--- src/rtl/hazard_ctrl_pipe.sv ---
// hazard_ctrl_pipe: hazard controller for a 5-stage (F/D/E/M/W) RISC-V pipeline.
//
// Purpose:
//   Selects E-stage operand forwarding, inserts load-use bubbles, flushes on
//   taken branches/jumps, freezes the pipeline while data memory is busy, defers
//   a redirect flush that resolves during a freeze, and flags over-long memory waits.
//
// Ports:
//   clk, rst                      clock, synchronous active-high reset
//   rs1_d, rs2_d                  D-stage source registers
//   rs1_e, rs2_e, rd_e            E-stage sources and destination
//   rd_m, rd_w                    M/W-stage destinations
//   mem_read_e                    E-stage instruction is a load
//   reg_write_m, reg_write_w      M/W-stage instruction writes the register file
//   redirect_e                    taken branch/jump resolved in E
//   mem_req_m, mem_ready          M-stage memory access active / completed
//   fwd_a_e, fwd_b_e              operand select: 00 RF, 01 W result, 10 M result
//   stall_f, stall_d              hold PC and F/D register
//   flush_d, flush_e              clear F/D and D/E registers
//   freeze_m                      hold E/M and M/W registers (bubble into W)
//   mem_timeout                   sticky: a memory wait reached MEM_TIMEOUT cycles
//   state_o                       FSM state (00 RUN, 01 LU_STALL, 10 MEM_WAIT)
//
// Optional build macro HAZARD_PERF_CNT_EN adds 32-bit wrapping counters
// perf_stall_cnt, perf_flush_cnt (redirect flushes) and perf_wait_cnt.

module hazard_ctrl_pipe #(
    parameter int unsigned REG_ADDR_W   = 5,
    parameter int unsigned LU_STALL_CYC = 1,
    parameter int unsigned MEM_TIMEOUT  = 255
) (
    input  logic                  clk,
    input  logic                  rst,
    input  logic [REG_ADDR_W-1:0] rs1_d,
    input  logic [REG_ADDR_W-1:0] rs2_d,
    input  logic [REG_ADDR_W-1:0] rs1_e,
    input  logic [REG_ADDR_W-1:0] rs2_e,
    input  logic [REG_ADDR_W-1:0] rd_e,
    input  logic [REG_ADDR_W-1:0] rd_m,
    input  logic [REG_ADDR_W-1:0] rd_w,
    input  logic                  mem_read_e,
    input  logic                  reg_write_m,
    input  logic                  reg_write_w,
    input  logic                  redirect_e,
    input  logic                  mem_req_m,
    input  logic                  mem_ready,
    output logic [1:0]            fwd_a_e,
    output logic [1:0]            fwd_b_e,
    output logic                  stall_f,
    output logic                  stall_d,
    output logic                  flush_d,
    output logic                  flush_e,
    output logic                  freeze_m,
    output logic                  mem_timeout,
    output logic [1:0]            state_o
`ifdef HAZARD_PERF_CNT_EN
    ,
    output logic [31:0]           perf_stall_cnt,
    output logic [31:0]           perf_flush_cnt,
    output logic [31:0]           perf_wait_cnt
`endif
);

    typedef enum logic [1:0] {
        StRun     = 2'b00,
        StLuStall = 2'b01,
        StMemWait = 2'b10,
        StUnused  = 2'b11
    } state_e;

    localparam logic [15:0] WaitMax = 16'(MEM_TIMEOUT);
    localparam logic [2:0]  LuInit  = 3'(LU_STALL_CYC - 1);

    state_e      state_q, state_d;
    logic [2:0]  lu_cnt_q, lu_cnt_d;
    logic [15:0] wait_cnt_q, wait_cnt_d;
    logic        pend_flush_q, pend_flush_d;
    logic        timeout_q, timeout_d;

    logic memwait, lu_haz;
    logic stall_req, flush_fd_req, flush_de_req, freeze_req;

    // M result has priority over W result; x0 is never forwarded.
    function automatic logic [1:0] fwd_sel(input logic [REG_ADDR_W-1:0] rs,
                                           input logic                  wr_m,
                                           input logic [REG_ADDR_W-1:0] dst_m,
                                           input logic                  wr_w,
                                           input logic [REG_ADDR_W-1:0] dst_w);
        if (wr_m && (dst_m != '0) && (dst_m == rs)) begin
            return 2'b10;
        end else if (wr_w && (dst_w != '0) && (dst_w == rs)) begin
            return 2'b01;
        end
        return 2'b00;
    endfunction

    assign fwd_a_e = fwd_sel(rs1_e, reg_write_m, rd_m, reg_write_w, rd_w);
    assign fwd_b_e = fwd_sel(rs2_e, reg_write_m, rd_m, reg_write_w, rd_w);

    assign memwait = mem_req_m && !mem_ready;
    assign lu_haz  = mem_read_e && (rd_e != '0) && ((rd_e == rs1_d) || (rd_e == rs2_d));

    always_comb begin
        state_d      = state_q;
        lu_cnt_d     = lu_cnt_q;
        wait_cnt_d   = wait_cnt_q;
        pend_flush_d = pend_flush_q;
        timeout_d    = timeout_q;
        stall_req    = 1'b0;
        flush_fd_req = 1'b0;
        flush_de_req = 1'b0;
        freeze_req   = 1'b0;

        unique case (state_q)
            StRun, StLuStall: begin
                if (memwait) begin
                    // Memory wait wins; pending load-use bubbles are re-detected afterwards.
                    stall_req    = 1'b1;
                    freeze_req   = 1'b1;
                    state_d      = StMemWait;
                    pend_flush_d = redirect_e;
                    wait_cnt_d   = 16'd1;
                    lu_cnt_d     = '0;
                end else if (state_q == StLuStall) begin
                    stall_req    = 1'b1;
                    flush_de_req = 1'b1;
                    lu_cnt_d     = lu_cnt_q - 3'd1;
                    if (lu_cnt_q <= 3'd1) begin
                        state_d = StRun;
                    end
                end else if (redirect_e) begin
                    // Younger instruction is flushed, so any load-use hazard is moot.
                    flush_fd_req = 1'b1;
                    flush_de_req = 1'b1;
                end else if (lu_haz) begin
                    stall_req    = 1'b1;
                    flush_de_req = 1'b1;
                    if (LU_STALL_CYC > 1) begin
                        state_d  = StLuStall;
                        lu_cnt_d = LuInit;
                    end
                end
            end
            StMemWait: begin
                if (memwait) begin
                    stall_req    = 1'b1;
                    freeze_req   = 1'b1;
                    pend_flush_d = pend_flush_q || redirect_e;
                    if (wait_cnt_q != WaitMax) begin
                        wait_cnt_d = wait_cnt_q + 16'd1;
                    end
                end else begin
                    // Release cycle: apply the redirect deferred during the freeze.
                    flush_fd_req = pend_flush_q || redirect_e;
                    flush_de_req = pend_flush_q || redirect_e;
                    pend_flush_d = 1'b0;
                    wait_cnt_d   = '0;
                    state_d      = StRun;
                end
            end
            default: state_d = StRun;
        endcase

        // wait_cnt_d counts wait cycles including this one.
        if (memwait && (wait_cnt_d == WaitMax)) begin
            timeout_d = 1'b1;
        end
    end

    always_ff @(posedge clk) begin
        if (rst) begin
            state_q      <= StRun;
            lu_cnt_q     <= '0;
            wait_cnt_q   <= '0;
            pend_flush_q <= 1'b0;
            timeout_q    <= 1'b0;
        end else begin
            state_q      <= state_d;
            lu_cnt_q     <= lu_cnt_d;
            wait_cnt_q   <= wait_cnt_d;
            pend_flush_q <= pend_flush_d;
            timeout_q    <= timeout_d;
        end
    end

    assign stall_f     = !rst && stall_req;
    assign stall_d     = !rst && stall_req;
    assign flush_d     = !rst && flush_fd_req;
    assign flush_e     = !rst && flush_de_req;
    assign freeze_m    = !rst && freeze_req;
    assign mem_timeout = timeout_q;
    assign state_o     = state_q;

`ifdef HAZARD_PERF_CNT_EN
    logic [31:0] perf_stall_q, perf_flush_q, perf_wait_q;

    // flush_d is only ever raised by a redirect, so it marks redirect flushes.
    always_ff @(posedge clk) begin
        if (rst) begin
            perf_stall_q <= '0;
            perf_flush_q <= '0;
            perf_wait_q  <= '0;
        end else begin
            perf_stall_q <= perf_stall_q + {31'd0, stall_req};
            perf_flush_q <= perf_flush_q + {31'd0, flush_fd_req};
            perf_wait_q  <= perf_wait_q + {31'd0, (state_q == StMemWait)};
        end
    end

    assign perf_stall_cnt = perf_stall_q;
    assign perf_flush_cnt = perf_flush_q;
    assign perf_wait_cnt  = perf_wait_q;
`endif

endmodule

--- config.mk ---
export PLATFORM = sky130hd
export DESIGN_NAME = hazard_ctrl_pipe
export DESIGN_NICKNAME = d
export VERILOG_FILES = /design/src/rtl/hazard_ctrl_pipe.sv
export SDC_FILE = /design/constraint.sdc
export NUM_CORES = 1
export LEC_CHECK = 0
export ABC_AREA = 1
export BUFFER_PORTS_ARGS = -buffer_cell sky130_fd_sc_hd__buf_2
export CAP_MARGIN = 20
export CORE_MARGIN = 5
export CORE_UTILIZATION = 54
export DETAILED_ROUTE_END_ITERATION = 7
export PLACE_DENSITY = 0.87
export SLEW_MARGIN = 20
export SYNTH_ARGS = -nofsm -noshare
export SYNTH_HDL_FRONTEND = slang
export SYNTH_SLANG_ARGS = --single-unit
--- constraint.sdc ---
create_clock -name clk -period 4.3 [get_ports clk]
set_input_delay 0 -clock clk [delete_from_list [all_inputs] [get_ports clk]]
set_output_delay 0 -clock clk [all_outputs]
set_load 0.005 [all_outputs]
==> flow_metrics.py <==
metrics = {
    "synth": {
        "synth_common_cells": "nand2_1 (63), nor2_1 (53), nand3_1 (25), inv_1 (20), dfxtp_1 (19)",
        "synth_most_common_cell": "nand2_1",
        "syn_area_sq_mm": 0.001784,
        "synth_edf_count": 0,
        "yosys_warnings": 0,
        "synth.net_count": 335,
        "ys_top_cells_by_area": "dfxtp_1 (21%), nand2_1 (13%), nor2_1 (11%)",
        "syn_area_per_cell_sq_um": 6.174,
        "ys_seq_area_frac": 0.2132,
        "synth.largest_area_cell": "dfxtp_1",
        "synthArstFlopShare": 0,
        "synthCells": 289,
        "ys_types": 34,
        "synthFlopType": "dfxtp_1",
        "netlist.area_leader.share": 0.2132,
        "synth_seq_cells": 19,
    },
    "sta": {
        "fin_crit_sh": 0.5302,
        "hold_ws_ps": 88.72,
        "fin_crit_ps": 2280,
        "slew_headroom": 0.4689,
        "fmax_mhz": 438.6,
        "maxSlewViolCount": 0,
        "finalHoldViolations": 0,
        "skew_ps": 10.33,
        "setup_slack_ps": 2020,
        "grt_setup_unrepaired": "false",
        "setup_violations": 0,
        "setup_tns_ps": 0,
        "worst_pin_slew_ps": 795.6,
    },
    "clock_network": {
        "clk_pin_slew_ps": 130,
        "cts_buffers": 3,
        "cts.path.max_buffers": 2,
        "cts_resized": 0,
        "htree_levels": 1,
        "clk_latency_ps": 320,
        "cts.sinks": 19,
        "cts_hold_buf": 0,
        "cts_root_buf": "clkbuf_4",
        "cts_tree": "yes",
        "post_cts_buffers": 0,
    },
    "global_route": {
        "grt_max_degree": 24,
        "grt_pass1_vias": 1904,
        "grt_overflow": 0,
        "grt_pass1_wl_um": 8197,
        "grt_usage": 0.2318,
        "antenna_found_initial": 0,
    },
    "power_and_ir_drop": {
        "p_clk_frac": 0.264,
        "switchingPower_uw": 119.6,
        "power.density_mw_per_mm2": 180.5,
        "p_leak_uw": 0.0008917,
        "power.internal_uw": 255.4,
        "swShare": 0.3190,
        "combPwrFrac": 0.247,
        "ir_drop_v": 0.0001671,
        "p_seq_frac": 0.489,
    },
    "finish": {
        "utilization": 0.6698,
        "drive_gt1_frac": 0.2308,
        "n_fill_cell": 290,
        "syn_to_final_growth_pct": 16.48,
        "final_area_sq_mm": 0.002078,
        "antenna_cells": 0,
        "layout.nets": 385,
    },
    "detailed_routing": {
        "routed-wl-met2_um": 2385,
        "dr.max_layer_used": "met4",
        "finalWirelength_um": 4928,
        "avgRoutedWirePerCell_um": 12.90,
        "via_count": 2010,
        "drc": 0,
        "met3WireLength_um": 224,
        "first_pass_iters": 4,
        "via_per_inst": 5.262,
        "ant_nets": 0,
        "first_iter_violations": 102,
        "wl_met1_um": 2156,
    },
    "worst_setup_path": {
        "cpMostUsedCell": "nand2_1",
        "arrival_ps": 2530,
        "path_cells": "inv_4 -> nor2_2 -> inv_2 -> nand2_1 -> inv_2 -> nand2_1 -> nor2_1 -> nor2_1 -> nand2_1 -> nor2_1 -> nand2_1 -> a21oi_2",
        "worstSetupPathType": "reg2reg",
        "slowest_stage": "dfxtp_1",
        "critical_path_required_ps": 4550,
        "path_max_fanout": 20,
        "cp.buffers_inverters": 3,
        "end_kind": "flip-flop",
        "slowest_delay_ps": 860,
        "critPathLaunchType": "flip-flop",
        "cpLargestDelayFamily": "simple AND/OR/NAND/NOR gates",
    },
    "die": {
        "core_sq_mm": 0.003103,
        "initial_utilization": 0.5750,
        "die_height_um": 67.48,
        "rows": 20,
        "design.die.area_sq_mm": 0.004554,
        "io_pins": 55,
        "die_w_um": 67.48,
    },
    "placed_design": {
        "place.gp.congestion": 0.9591,
        "place_area_sq_mm": 0.002051,
        "portBuffers": 53,
        "dp_slack_ps": 2063,
        "dp_hpwl_um": 4013,
    },
    "worst_hold_path": {
        "min_path_type": "in2reg",
    },
    "run_status": {
        "status": "finished, final reports clean",
    },
    "job": {
        "maxCapViolations": 0,
    },
}
-- routing by layer --
layer / track usage / vias up
met3: 0.01997 / 17
met5: 0 / -
li1: - / 1044
met1: 0.2825 / 892
met4: 0.1063 / 0
met2: 0.4083 / 57
-- flip-flops by register name, indices dropped and copies added, names as in the netlist --
| name | count |
|---|---|
| mem_timeout | 1 |
| pend_flush_q | 1 |
| state_o | 1 |
| wait_cnt_q | 16 |
-- final cells by class --
cell class              instances  area, sq um  area share
well taps                      44        55.05     0.02649
inverters                      25        96.34     0.04636
repair buffers                 53        265.3      0.1276
flip-flops and latches         19        380.4      0.1830
clock inverters                 1        5.005    0.002408
clock buffers                   3        22.52     0.01084
multi-input cells             237         1254      0.6033
-- cell usage in the layout (no fill, tap or decap), types with 4 or more instances in the layout --
cell,Yosys,final
xor2_1,16,16
nor2_1,53,53
xnor2_1,14,14
dfxtp_1,19,19
nand3_1,25,25
nor3_1,12,12
nand2_1,63,63
inv_1,20,20
nand4_1,9,9
a21oi_1,9,9
nor4_1,4,4
buf_2,1,53
nand2_2,6,6
-- per-stage QoR --
| stage | total power [uW] | instances |
|---|---|---|
| after floorplan | 240.8 | 289 |
| after global placement | 277.9 | 378 |
| after detailed placement | 279.3 | 378 |
| after CTS | 374.1 | 382 |
| after global routing | 392.6 | 382 |
| final | 375.0 | 382 |
-- power groups by stage --
stage               registers [uW]  clock network (uW)  logic (uW)
floorplan                      184                   0        56.6
global placement               187                   0        90.6
detailed placement             187                   0        92.0
CTS                            183                98.3        92.5
global route                   184                 106         103
finish                         183                99.0        92.5
-- path summary, 6_finish.rpt --
path | depth (start not counted) | endpoint | slack [ps] | start
hold reg to reg | 2 | pend_flush_q$_SDFFE_PP0P_ | 470 | pend_flush_q$_SDFFE_PP0P_
setup reg to reg | 12 | mem_timeout$_SDFFE_PP0P_ | 2020 | state_o[1]$_SDFFE_PP0P_
setup / recovery | 12 | mem_timeout$_SDFFE_PP0P_ | 2020 | state_o[1]$_SDFFE_PP0P_
hold / removal | 2 | wait_cnt_q[1]$_SDFF_PP0_ | 90 | rst
-- cell families (layout without fill, tap and decap cells) --
logic type / count (synthesis) / count (layout) / synth area share
buffers and inverters: 33 / 82 / 0.08415
other: 1 / 1 / 0.002102
adder cells (fa/ha/maj): 3 / 3 / 0.02104
AND/OR/NAND/NOR: 182 / 182 / 0.4600
XOR/XNOR: 30 / 30 / 0.1473
AO/OA/AOI/OAI: 21 / 21 / 0.07223
flip-flops: 19 / 19 / 0.2132
Power figures use the tool's default switching activity.
